[src/rtl/l2_mem_bridge_pkg.sv]
// Shared constants and state encoding for the L2 <-> memory line bridge.
package l2_mem_bridge_pkg;

  localparam int L2_LINE_W     = 512;
  localparam int L2_BEAT_W     = 128;
  localparam int L2_MEM_ADDR_W = 26;

  // Request direction as driven on mem_rw
  localparam logic MEM_READ  = 1'b0;
  localparam logic MEM_WRITE = 1'b1;

  typedef enum logic [1:0] {
    MB_IDLE = 2'd0,
    MB_WR   = 2'd1,
    MB_RD   = 2'd2,
    MB_DONE = 2'd3
  } mb_state_e;

endpackage

[src/rtl/l2_mem_bridge.sv]
// Splits one L2 line transfer into BEATS memory-bus beats; reads are
// reassembled into a full line and published on mem_rd at completion.
module l2_mem_bridge
  import l2_mem_bridge_pkg::*;
#(
  parameter int LINE_W = L2_LINE_W,
  parameter int BEAT_W = L2_BEAT_W,
  parameter int ADDR_W = L2_MEM_ADDR_W
) (
  input  logic                  clk,
  input  logic                  rst,
  input  logic                  mem_req,
  input  logic                  mem_rw,
  input  logic [ADDR_W-1:0]     mem_addr,
  input  logic [LINE_W-1:0]     mem_wd,
  output logic [LINE_W-1:0]     mem_rd,
  output logic                  mem_complete,
  output logic                  mem_busy,
  output logic                  bus_req,
  output logic                  bus_we,
  output logic [ADDR_W+1:0]     bus_addr,
  output logic [BEAT_W-1:0]     bus_wd,
  input  logic                  bus_ack,
  input  logic [BEAT_W-1:0]     bus_rd
);

  localparam int BEATS = LINE_W / BEAT_W;
  localparam int CNT_W = 2;

  mb_state_e               state;
  logic [CNT_W-1:0]        beat_cnt;
  logic [CNT_W-1:0]        cnt_nxt;
  logic [ADDR_W-1:0]       addr_q;
  logic [LINE_W-1:0]       line_q;
  logic [LINE_W-1:0]       rd_buf;
  logic [LINE_W-1:0]       rd_next;

  // Read buffer with the current beat merged in, so the last beat can be
  // published to mem_rd in the same edge it is accepted.
  always_comb begin
    cnt_nxt = beat_cnt + 1'b1;
    rd_next = rd_buf;
    rd_next[int'(beat_cnt) * BEAT_W +: BEAT_W] = bus_rd;
  end

  // Line transfer FSM; every bus/L2 output is registered here, so bus_ack
  // never reaches bus_req combinationally.
  always_ff @(posedge clk or negedge rst) begin
    if (!rst) begin
      state        <= MB_IDLE;
      beat_cnt     <= '0;
      addr_q       <= '0;
      line_q       <= '0;
      rd_buf       <= '0;
      mem_rd       <= '0;
      mem_complete <= 1'b0;
      mem_busy     <= 1'b0;
      bus_req      <= 1'b0;
      bus_we       <= 1'b0;
      bus_addr     <= '0;
      bus_wd       <= '0;
    end else begin
      mem_complete <= 1'b0;
      case (state)
        MB_IDLE: begin
          if (mem_req) begin
            addr_q   <= mem_addr;
            line_q   <= mem_wd;
            beat_cnt <= '0;
            state    <= (mem_rw == MEM_WRITE) ? MB_WR : MB_RD;
            mem_busy <= 1'b1;
            bus_req  <= 1'b1;
            bus_we   <= mem_rw;
            bus_addr <= {mem_addr, {CNT_W{1'b0}}};
            bus_wd   <= mem_wd[BEAT_W-1:0];
          end
        end
        MB_WR, MB_RD: begin
          // Beat signals are held until memory accepts the beat
          if (bus_ack) begin
            if (state == MB_RD) rd_buf <= rd_next;
            if (beat_cnt == CNT_W'(BEATS-1)) begin
              beat_cnt     <= '0;
              bus_req      <= 1'b0;
              bus_we       <= 1'b0;
              state        <= MB_DONE;
              mem_complete <= 1'b1;
              if (state == MB_RD) mem_rd <= rd_next;
            end else begin
              beat_cnt <= cnt_nxt;
              bus_addr <= {addr_q, cnt_nxt};
              bus_wd   <= line_q[int'(cnt_nxt) * BEAT_W +: BEAT_W];
            end
          end
        end
        MB_DONE: begin
          // Requests seen here are dropped; L2 must re-request after completion
          state    <= MB_IDLE;
          mem_busy <= 1'b0;
        end
        default: state <= MB_IDLE;
      endcase
    end
  end

endmodule
[config.mk]
export PLATFORM = sky130hd
export DESIGN_NAME = l2_mem_bridge
export DESIGN_NICKNAME = d
export VERILOG_FILES = /design/src/rtl/l2_mem_bridge_pkg.sv /design/src/rtl/l2_mem_bridge.sv
export SDC_FILE = /design/constraint.sdc
export NUM_CORES = 2
export LEC_CHECK = 0
export CELL_PAD_IN_SITES_DETAIL_PLACEMENT = 1
export CELL_PAD_IN_SITES_GLOBAL_PLACEMENT = 2
export CORE_AREA = 2 2 523 525
export CTS_CLUSTER_DIAMETER = 80
export DETAILED_ROUTE_END_ITERATION = 12
export DIE_AREA = 0 0 525 527
export GPL_ROUTABILITY_DRIVEN = 0
export PLACE_DENSITY = 0.63
export SETUP_SLACK_MARGIN = 0.4
export SLEW_MARGIN = 30
export SYNTH_ARGS = -nofsm -noshare
export SYNTH_HDL_FRONTEND = slang
export SYNTH_SLANG_ARGS = --single-unit
[constraint.sdc]
create_clock -name clk -period 7.42 [get_ports clk]
set_clock_uncertainty 0.05 [all_clocks]
set_input_delay 1.484 -clock clk [delete_from_list [all_inputs] [get_ports clk]]
set_output_delay 1.484 -clock clk [all_outputs]
set_load 0.01 [all_outputs]
Word-level counts from Yosys, hierarchy flattened
Cells that the tools add are included.

cells by class
  add/sub/neg operators = 2
  equality and inequality tests = 8
  shifts and indexed selects = 3
  multiplexer cells = 28
  reduce and logical (&&, ||, !) cells = 12

operators by type and width
  operator                                                  count
  bitwise mux 512 bit                                       1
  variable shift 128 x 33 -> 512 bit, first input constant  1
  indexed part select 128 x 33 -> 512 bit                   1
  indexed part select 512 x 10 -> 128 bit                   1
  two-way mux 128 bit                                       3
  one-hot mux 128 bit (2 select lines)                      1
  two-way mux 28 bit                                        3
  one-hot mux 28 bit (2 select lines)                       1
  negation 9 -> 33 bit                                      1
  two-way mux 2 bit                                         7
  AND reduction 4 bit                                       3
  AND reduction 3 bit                                       3
  != test 2 bit, second input constant                      4
  two-way mux 1 bit                                         7
  equality test 2 bit, second input constant                3
  one-hot mux 1 bit (2 select lines)                        3
  one-hot mux 2 bit (3 select lines)                        1
  one-hot mux 2 bit (2 select lines)                        1
  AND reduction 2 bit                                       2
  nonzero test 2 bit                                        2
  adder 2 x 1 -> 2 bit, second input constant               1
  equality test 2 x 1 -> 1 bit, second input constant       1
  logical NOT 2 bit                                         1
  OR reduction 2 bit                                        1

storage, ports and cells
  flip-flop bits (word level) = 1,726
  input bits = 671
  output and inout bits = 672
  logic and storage cells = 65

Longest topological paths before layout
  depth in word-level cells = 5
  gate-level depth with buffers = 13
  mapped depth without buffers = 5

Worst setup path before layout
No wires, ideal clock.

  path type = input to register
  start point = in bus_ack
  end point = reg rd_buf[206]
  setup time = 0.121 ns
  arrival time = 2.680 ns
  required time = 7.249 ns
  setup slack = 4.570 ns
  cell stages on the path = 8
  path buffers = 5
  cell sequence = buf_2 and3_1 buf_2 and2_1 buf_6 buf_6 buf_6 a22o_1

between the ends
  cells in the longest elaborated chain, start to end = 1

ends and longest elaborated chain
  item                                  RTL line             text
  from (decl)                           l2_mem_bridge.sv:23  input logic bus_ack,
  AND reduction 3 bit (no source line)  -
  to (signal assigned)                  l2_mem_bridge.sv:81  if (state == MB_RD) rd_buf <= rd_next;
  to (decl)                             l2_mem_bridge.sv:35  logic [LINE_W-1:0] rd_buf;

No other way between the ends.
A chain may end at the register's enable or synchronous reset.

Worst setup path in the final report
  start point = reg beat_cnt[0]
  end point = reg rd_buf[148]

between the ends
  cells in the longest elaborated chain, start to end = 3
  elaborated cells between the ends (all ways) = 4
  classes of those cells = add/sub: 1; shift: 2; mux: 1

ends and longest elaborated chain
  item                                                                                                  RTL line             text
  from (decl)                                                                                           l2_mem_bridge.sv:31  logic [CNT_W-1:0] beat_cnt;
  from (signal assigned)                                                                                l2_mem_bridge.sv:90  beat_cnt <= cnt_nxt;
  negation 9 -> 33 bit *                                                                                l2_mem_bridge.sv:43  rd_next[int'(beat_cnt) * BEAT_W +: BEAT_W] = bus_rd;
  indexed part select 128 x 33 -> 512 bit / variable shift 128 x 33 -> 512 bit (equally long branches)  l2_mem_bridge.sv:43
  bitwise mux 512 bit *                                                                                 l2_mem_bridge.sv:43

Every way passes the cells marked *; elsewhere a longest branch is shown, timed or not.

==> reports/qor.txt <==
die height: 527 um
global router's overall resource usage: 0.225
hold slack final: 0.419 ns
Worst setup SP type: register
detailed-route via count: 57600
routed wire length per instance: 27.8 um
count of hold-fix buffers inserted at cts: 0
CTS tree: done
relative area change from synthesis to final layout: 31.5%
Overall Power: 37.5 mW
clock tree root driver cell: clkbuf_16
number of maximum-capacitance violations: 0
First DRT Iteration DRCs: 3845
count of instances resized after the clock tree is built: 0
total of warnings raised by yosys: 0
portion of the clock cycle consumed by the worst path in the final layout: 0.662
origin of the worst setup path: beat_cnt[0]
cell mode on critical path: buf_4
top cells by area, synth: dfrtp_1 60%, nand2_1 11%, a22o_1 6.2%
largest area contributor in the netlist: dfrtp_1
Post-synth EDFFs: 0
Synth Instances: 6716
number of vias per cell: 5.03
DRC violations left: 0
number of ports placed on the die boundary: 1343
count of distinct cell types in the synthesized netlist: 37
setup TNS: 0 ns
clock-pin slew reported for the worst setup and hold paths after clock tree synthesis: 0.06 ns
wire length after detailed routing: 319 mm
Post-Syn Area: 72200 sq um
share of async-settable or async-resettable flops after synthesis: 1.00
CTS buffer count: 209
number of port buffers: 1342
hold path startpoint: line_q[154]
Max Fclk: 0.204 GHz
total overflow reported by the global router: 0
Core Region: 272000 sq um
worst endpoint required time: 8.15 ns
vias in the first global route: 60500
detailed-placement wirelength estimate: 217 mm
non-filler cells in the finished layout: 11500
Pins Over Slew Limit: 0
number of rows created at floorplan: 192
Die Outline Area: 277000 sq um
power per standard cell area: 395 nW/um^2
number of detailed-routing iterations run before antenna repair: 5
leakage dissipation: 42.1 nW
share of the yosys chip area belonging to registers: 0.599
list of most frequent post-synthesis cells: 2092 x nand2_1, 1726 x dfrtp_1, 513 x a22o_1
clock insertion delay at the later pin of the skew report: 0.84 ns
fraction of final layout cells with drive strength greater than 1: 0.0775
number of nets in the final layout: 8350
die width: 525 um
prevailing post-synth register cell: dfrtp_1
largest incremental delay on the critical path: 1.02 ns
first-pass GRT wire length: 458 mm
count leader, synth: nand2_1
antenna violations before repair: 133
antenna viol nets, final: 0
peak ir drop on the vdd network: 488 uV
number of hold violations in the final report: 0
class of the tightest hold or removal check: reg -> reg
pin count of the biggest net entering global routing: 202
Rel. slew slack: 0.329
class of the most critical setup path: reg -> reg
RSZ-0062 raised after global routing: no
final setup violating endpoints: 0
critical path's slowest cell: and4b_4
result of the run: complete, no violations
number of sinks driven by the clock tree: 1726
Seq cells post-synth: 1726
post-CTS setup buffer count: 0
Initial Util: 0.266
crit path max fanout: 56
Placed Instances: 11000
average instance area after synthesis: 10.7 sq um
type of element capturing the critical path: register
CP cell instances: inv_6 -> ha_4 -> buf_4 -> and4b_4 -> and2_4 -> buf_4 -> a22o_1
Clock H-tree levels: 4
launching point of the worst reg2reg path: beat_cnt[0]
transition time of the tightest slew-check pin: 1.01 ns
Clock Path Buffers: 4
Syn Nets: 7396
area share of the largest cell type after synthesis: 0.599
data arrival time at the worst-slack endpoint: 5.65 ns
minimum period implied by the final worst setup slack: 4.91 ns
-- flip-flops by register name, summed over array words and instances (netlist names) --
name          flops
bus_wd          128
bus_we            1
rd_buf          512
addr_q           26
mem_busy          1
bus_req           1
beat_cnt          2
line_q          512
mem_complete      1
bus_addr         28
state             2
mem_rd          512
-- layout by cell type, fill, tap and decap left out, drive strengths merged, types with 2 or more instances in the layout --
cell	Yosys	final
inv	52	57
o22ai	2	2
nand4	3	3
nor2b	131	131
a21oi	171	171
nand2b	2	2
dfrtp	1726	1726
a22oi	210	210
nor2	3	3
mux4	128	128
a221oi	41	41
and4bb	3	3
nand2	2092	2092
diode	0	48
and3	5	5
clkdlybuf4s50	0	1341
clkbuf	338	328
clkinv	0	29
ha	9	9
o2bb2ai	3	3
a221o	128	128
buf	356	96
nor3b	128	128
a22o	513	513
and2	4	4
o21ai	474	474
mux2	52	52
a32oi	134	134
-- critical path, delay by kind of cell, from the launching register on --
family / cells / cell delay (ns)
buffers and inverters: 3 / 1.33
AO/OA/AOI/OAI: 1 / 0.26
adder cells (fa/ha/maj): 1 / 0.45
flip-flops: 1 / 0.97
AND/OR/NAND/NOR: 2 / 1.71
-- routing by layer --
layer  up-vias  share of wire  global-route usage
met5         -         0.0019                   0
met4        94          0.038              0.0868
met3       538          0.085              0.0783
met2      1781           0.46               0.355
met1     29900           0.41               0.280
li1      25300              -                   -
-- report_power, final --
part	internal [mW]	switching, mW	leakage (nW)
Combinational	5.88	7.29	16.1
Sequential	12.4	1.95	22.7
Clock	5.82	4.22	3.26
-- area by class of cell --
class                           instances  area [sq um]
Timing Repair Buffer                 1437         14600
Clock buffer                          328          6300
Tap cell                             3589          4490
Clock inverter                         35           289
Inverter                               52           215
Multi-Input combinational cell       4244         25700
Antenna cell                           48           120
Sequential cell                      1726         43200
Fill cell                           29900        177000
-- through the flow --
step	setup WS (ns)	area [sq um]	utilization
6_report	2.51	94900	0.349
5_1_grt	2.14	94900	0.349
4_1_cts	2.32	94600	0.348
3_5_place_dp	2.32	88100	0.324
3_3_place_gp	2.19	88000	0.324
2_1_floorplan	4.57	72200	-
-- cell families after synthesis --
family / synth area share
simple gates: 0.136
fa+ha+maj: 0.00156
mux: 0.0484
compound gates: 0.169
buf+inv: 0.0470
flops: 0.599
-- path summary, 6_finish.rpt --
check | to | slack (ns) | depth (start not counted)
worst max register to register | rd_buf[148] | 2.51 | 7
worst max-delay path | rd_buf[148] | 2.51 | 7
max in group asynchronous | line_q[148] | 5.09 | 3
worst min register to register | line_q[154] | 0.42 | 2
worst min-delay path | line_q[154] | 0.42 | 2
min in group asynchronous | mem_rd[299] | 0.59 | 1
(Power assumes the default switching activity.)
